**config.mk**
```make
export PLATFORM = sky130hd
export DESIGN_NAME = text_buffer_writer
export DESIGN_NICKNAME = d
export VERILOG_FILES = /design/src/rtl/text_buffer_writer.sv
export SDC_FILE = /design/constraint.sdc
export NUM_CORES = 1
export LEC_CHECK = 0
export CORE_UTILIZATION = 35
export CTS_BUF_LIST = sky130_fd_sc_hd__clkbuf_8
export CTS_CLUSTER_DIAMETER = 30
export DETAILED_ROUTE_END_ITERATION = 8
export GPL_ROUTABILITY_DRIVEN = 1
export PLACE_DENSITY_LB_ADDON = 0.2
export SYNTH_ARGS = -nofsm -noshare
export SYNTH_HDL_FRONTEND = slang
export SYNTH_SLANG_ARGS = --single-unit
```
**constraint.sdc**
```tcl
create_clock -name clk_i -period 3.7 [get_ports clk_i]
set_input_delay 0.74 -clock clk_i [delete_from_list [all_inputs] [get_ports clk_i]]
set_output_delay 0.74 -clock clk_i [all_outputs]
set_load 0.01 [all_outputs]
```
**src/rtl/text_buffer_writer.sv**
```systemverilog
// text_buffer_writer
//   Write-side terminal controller for the text-mode character RAM. Takes an
//   ASCII byte stream over valid/ready, keeps a cursor, and drives the RAM
//   write port one cell per cycle. CR, LF, BS and FF are interpreted; other
//   control/high bytes are swallowed. The display reads the RAM elsewhere.
//
// Ports
//   clk_i          system clock, all logic on posedge
//   rst_n_i        synchronous reset, active low
//   char_valid_i   char_data_i is presented
//   char_data_i    ASCII byte
//   char_ready_o   byte accepted when char_valid_i & char_ready_o at posedge
//   wr_en_o        character RAM write strobe
//   wr_addr_o      cell address = row*COLS + col
//   wr_data_o      code to write
//   cursor_col_o   current column, 0..COLS-1
//   cursor_row_o   current row, 0..ROWS-1
//   busy_o         a full-screen or line clear is in progress
//
// state      | meaning
// -----------+------------------------------------------------------------
// S_CLR_ALL  | blanking every cell 0..COLS*ROWS-1, cursor set (0,0) at end
// S_IDLE     | accepting bytes, one per cycle
// S_CLR_LINE | blanking the row the cursor just moved onto

module text_buffer_writer #(
   parameter int         COLS   = 80,
   parameter int         ROWS   = 30,
   parameter int         ADDR_W = 12,
   parameter logic [7:0] BLANK  = 8'h20
) (
   input  logic              clk_i,
   input  logic              rst_n_i,
   input  logic              char_valid_i,
   input  logic [7:0]        char_data_i,
   output logic              char_ready_o,
   output logic              wr_en_o,
   output logic [ADDR_W-1:0] wr_addr_o,
   output logic [7:0]        wr_data_o,
   output logic [6:0]        cursor_col_o,
   output logic [4:0]        cursor_row_o,
   output logic              busy_o
);

   localparam logic [1:0] S_CLR_ALL  = 2'd0;
   localparam logic [1:0] S_IDLE     = 2'd1;
   localparam logic [1:0] S_CLR_LINE = 2'd2;

   localparam int CELLS = COLS * ROWS;

   localparam logic [ADDR_W-1:0] CLR_ALL_LEFT  = ADDR_W'(CELLS - 1);
   localparam logic [ADDR_W-1:0] CLR_LINE_LEFT = ADDR_W'(COLS - 1);
   localparam logic [6:0]        LAST_COL      = 7'(COLS - 1);
   localparam logic [4:0]        LAST_ROW      = 5'(ROWS - 1);

   logic [1:0]        state_q,    state_d;
   logic [6:0]        col_q,      col_d;
   logic [4:0]        row_q,      row_d;
   logic [ADDR_W-1:0] clr_addr_q, clr_addr_d;
   // Cells remaining in the current clear; the clear ends when this hits zero.
   logic [ADDR_W-1:0] clr_left_q, clr_left_d;
   logic              wr_en_q,    wr_en_d;
   logic [ADDR_W-1:0] wr_addr_q,  wr_addr_d;
   logic [7:0]        wr_data_q,  wr_data_d;

   logic       accept;
   logic [4:0] row_next;

   function automatic logic [ADDR_W-1:0] cell_addr(input logic [4:0] r,
                                                   input logic [6:0] c);
      return ADDR_W'(r) * ADDR_W'(COLS) + ADDR_W'(c);
   endfunction

   assign char_ready_o = (state_q == S_IDLE);
   assign busy_o       = ~char_ready_o;
   assign accept       = char_valid_i & char_ready_o;
   // No scrolling: moving past the bottom row wraps to the top.
   assign row_next     = (row_q == LAST_ROW) ? 5'd0 : row_q + 5'd1;

   always_comb begin
      state_d    = state_q;
      col_d      = col_q;
      row_d      = row_q;
      clr_addr_d = clr_addr_q;
      clr_left_d = clr_left_q;
      wr_en_d    = 1'b0;
      wr_addr_d  = wr_addr_q;
      wr_data_d  = wr_data_q;

      case (state_q)
         S_CLR_ALL, S_CLR_LINE: begin
            wr_en_d    = 1'b1;
            wr_addr_d  = clr_addr_q;
            wr_data_d  = BLANK;
            clr_addr_d = clr_addr_q + ADDR_W'(1);
            clr_left_d = clr_left_q - ADDR_W'(1);
            if (clr_left_q == '0) begin
               state_d = S_IDLE;
               if (state_q == S_CLR_ALL) begin
                  col_d = 7'd0;
                  row_d = 5'd0;
               end
            end
         end

         S_IDLE: begin
            if (accept) begin
               if (char_data_i >= 8'h20 && char_data_i <= 8'h7E) begin
                  wr_en_d   = 1'b1;
                  wr_addr_d = cell_addr(row_q, col_q);
                  wr_data_d = char_data_i;
                  if (col_q == LAST_COL) begin
                     col_d      = 7'd0;
                     row_d      = row_next;
                     clr_addr_d = cell_addr(row_next, 7'd0);
                     clr_left_d = CLR_LINE_LEFT;
                     state_d    = S_CLR_LINE;
                  end else begin
                     col_d = col_q + 7'd1;
                  end
               end else begin
                  case (char_data_i)
                     8'h0D: col_d = 7'd0;
                     8'h0A: begin
                        row_d      = row_next;
                        clr_addr_d = cell_addr(row_next, 7'd0);
                        clr_left_d = CLR_LINE_LEFT;
                        state_d    = S_CLR_LINE;
                     end
                     8'h08: begin
                        if (col_q != 7'd0) begin
                           col_d     = col_q - 7'd1;
                           wr_en_d   = 1'b1;
                           wr_addr_d = cell_addr(row_q, col_q - 7'd1);
                           wr_data_d = BLANK;
                        end
                     end
                     8'h0C: begin
                        clr_addr_d = '0;
                        clr_left_d = CLR_ALL_LEFT;
                        state_d    = S_CLR_ALL;
                     end
                     default: ;
                  endcase
               end
            end
         end

         default: begin
            // Unreachable encoding: recover through a full clear.
            clr_addr_d = '0;
            clr_left_d = CLR_ALL_LEFT;
            state_d    = S_CLR_ALL;
         end
      endcase
   end

   always_ff @(posedge clk_i) begin
      if (!rst_n_i) begin
         state_q    <= S_CLR_ALL;
         col_q      <= 7'd0;
         row_q      <= 5'd0;
         clr_addr_q <= '0;
         clr_left_q <= CLR_ALL_LEFT;
         wr_en_q    <= 1'b0;
         wr_addr_q  <= '0;
         wr_data_q  <= BLANK;
      end else begin
         state_q    <= state_d;
         col_q      <= col_d;
         row_q      <= row_d;
         clr_addr_q <= clr_addr_d;
         clr_left_q <= clr_left_d;
         wr_en_q    <= wr_en_d;
         wr_addr_q  <= wr_addr_d;
         wr_data_q  <= wr_data_d;
      end
   end

   assign wr_en_o      = wr_en_q;
   assign wr_addr_o    = wr_addr_q;
   assign wr_data_o    = wr_data_q;
   assign cursor_col_o = col_q;
   assign cursor_row_o = row_q;

endmodule

```
==> results.md, run 1 <==
* H-tree depth at 3
* Final hold slack at between 0.4 and 0.5 ns
* Hold WC Path Type: reg -> reg
* Most frequent cells in the layout: dfxtp_1 (59), nand2_1 (51), clkdlybuf4s50_1 (45)
* Num rows at 37
* Routed vias at around 3600
* Crit Path Class: in -> reg
* Max Clk Rate at roughly 0.31 GHz
* Initial antenna violation count at 0
* HPWL Detailed at approximately 7600 um
* MaxCap Viol Count at 0
* Worst path arrival time at 3.51 ns
* Antenna Cells at 0
* # resized after CTS at 0
* Initial Util at 0.365
* Vias per inst at ~5.5
* Post-synth top flop: dfxtp_1
* Pint at around 1.0 mW
* Crit path time final at 3.23 ns
* Register Area at 0.00118 mm2
* Mapped Nets at roughly 510
* Filler cells at 1078
* Crit path max fanout at 4
* Global Route Usage Sum at 0.201
* Gpl congestion at between 0.7 and 0.8
* Global route overflow at 0
* DRT Pass-1 Iters at 4
* Ys async rst share at 0
* Total wire length at between 10000 and 15000 um
* Multi-input gate area at 0.00243 mm2
* Clock slew at reported path FFs at roughly 0.07 ns
* Setup TNS Final at 0 ns
* Slew margin rel. at 0.362
* Sw frac at 0.241
* Postcts setup bufs at 0
* Fin area at 0.00463 mm2
* Leakage at approximately 1.8 nW
* Max-slew violations at 0
* Clock group share of total power at 0.452
* Wire per inst at approximately 17 um
* DRC viols at 0
* Pwr dens at slightly below 300 mW/mm2
* Root buf cell: clkbuf_8
* Least-Margin Pin Slew at 0.953 ns
* Clk sinks at a little under 60
* Sequential share of the synthesized area at 0.311
* CTS tree: done
* First-pass GRT wire length at 17800 um
* Vias in the first global route at about 3500
* Worst Path Required at 3.98 ns
* Final nets at 553
* Mapped Cells at 474
* Comb pwr share at 0.069
* Seq cells post-synth at just under 60
* Worst Setup End Kind: flip-flop
* Period utilization at 0.872
* Clk_skew at ~0.012 ns
* ANT nets after route at 0
* Syn-to-layout area delta at 21.6%
* DIE WIDTH at 106 um
* Post-synth cell types at 65
* Max IR drop VDD at around 0.00017 V
* DP Area at 0.00442 mm2
* Sequential share of power at 0.480
* Largest net degree at the start of global routing at 37
* Fraction of layout cells with a size suffix above 1 at 0.0845
* I/O pin total at 46
* Total CTS buffers at 9
* Mean post-synth cell area at 8.02 um2
* Number of synthesized flops with an enable pin at 0
* Unrepaired setup endpoints after global routing: false
* Final-report setup violation count at 0
* Clock Latency Late Sink at ~0.34 ns
* Ys Warns at 0
* Die footprint at about 0.011 mm2
* Die height at ~110 um
* Core area at approximately 0.010 mm2
* IO Port Bufs at between 40 and 50
* Psw at approximately 0.33 mW
* Worst setup SP type: input pin
* Drt initial violations at between 150 and 200
* Commonest non-fill, non-tap cell in the layout: dfxtp_1
* Synth Cell Area at 0.00380 mm2
* Outcome: completed
* Post-CTS Hold Fix Bufs at 0
* CTS Buffer Depth at 2
* Final hold vios at 0
## worst paths after layout
kind | start | to | slack, ns | cells after the start
setup / recovery | char_data_i[6] | wr_addr_o[11]$_SDFFE_PN0P_ | 0.47 | 12
hold / removal | wr_addr_o[11]$_SDFFE_PN0P_ | wr_addr_o[11]$_SDFFE_PN0P_ | 0.47 | 2
setup reg to reg | cursor_col_o[0]$_SDFFE_PN0P_ | wr_addr_o[11]$_SDFFE_PN0P_ | 0.61 | 12
hold reg to reg | wr_addr_o[11]$_SDFFE_PN0P_ | wr_addr_o[11]$_SDFFE_PN0P_ | 0.47 | 2
## per-stage QoR
| step | power (mW) | worst slack, ns | util | std cells |
|---|---|---|---|---|
| 2_1_floorplan | 0.714 | 0.615 | - | 474 |
| 3_3_place_gp | 0.759 | 0.196 | 0.425 | 641 |
| 5_1_grt | 1.42 | 0.273 | 0.444 | 657 |
| 3_5_place_dp | 0.760 | 0.156 | 0.425 | 641 |
| 6_report | 1.36 | 0.472 | 0.444 | 657 |
| 4_1_cts | 1.37 | 0.501 | 0.444 | 657 |
## area by class of cell
cell class / instances / area share
clock buffer: 11 / 0.0327
sequential: 59 / 0.255
tap: 136 / 0.0368
timing repair buffer: 63 / 0.127
multi-input combinational: 368 / 0.525
inverter: 15 / 0.0122
clock inverter: 5 / 0.0114
## power groups by stage
stage          Combinational, mW  Sequential, mW  Clock (mW)
2_1_floorplan             0.0491           0.665           0
3_5_place_dp              0.0932           0.666           0
6_report                  0.0931           0.652       0.613
5_1_grt                    0.102           0.653       0.661
4_1_cts                   0.0941           0.652       0.628
3_3_place_gp              0.0924           0.666           0
## sequential cells by signal, summed over array words and instances (netlist names)
signal	cells
clr_addr_q	12
clr_left_q	12
cursor_col_o	7
cursor_row_o	5
state_q	2
wr_addr_o	12
wr_data_o	8
wr_en_o	1
## per-layer routing
metal	wire, um	up-vias	track usage
li1	-	1788	-
met1	5090	1717	0.264
met2	5060	88	0.326
met3	602	14	0.0435
met4	151	0	0.0685
met5	0	-	0
## cell usage after synthesis (6+ instances only)
master / n / area [um2]
a21oi_1: 25 / 125
a22o_1: 7 / 61.3
a22oi_1: 10 / 75.1
buf_2: 11 / 55.1
clkbuf_1: 19 / 71.3
dfxtp_1: 59 / 1180
ha_1: 23 / 288
inv_1: 13 / 48.8
nand2_1: 51 / 191
nand3_1: 27 / 135
nor2_1: 39 / 146
nor2b_1: 6 / 37.5
nor3_1: 11 / 55.1
o211ai_1: 8 / 60.1
o21ai_0: 8 / 40.0
o21ai_1: 24 / 120
o22ai_1: 6 / 37.5
xnor2_1: 17 / 149
xor2_1: 16 / 140
## logic make-up after synthesis
logic type / share of synthesized area
and+or+nand+nor: 0.236
muxes: 0.00790
buffers and inverters: 0.0510
xor gates and xnor gates: 0.0760
DFF: 0.311
adders and majority gates: 0.0914
AOI/OAI and AO/OA: 0.228
## critical path, cell delays in order
cell and delay, ns:
clkdlybuf4s50_1 0.52, nand4_1 0.17, o21ai_1 0.32, nand2_1 0.12, xnor2_1 0.18, ha_1 0.29
a21o_1 0.10, a21oi_1 0.08, or3b_2 0.47, o311ai_1 0.25, o2111ai_1 0.15, o21ai_1 0.10
(Power assumes the default switching activity.)
==> run 2: changes to the inputs <==
--- a/config.mk
+++ b/config.mk
@@ -14,3 +14,4 @@
 export SYNTH_ARGS = -nofsm -noshare
 export SYNTH_HDL_FRONTEND = slang
 export SYNTH_SLANG_ARGS = --single-unit
+export TNS_END_PERCENT = 100
==> results of run 2 <==
Same layout as run 1: the final DEF is identical, and so are final timing and power.
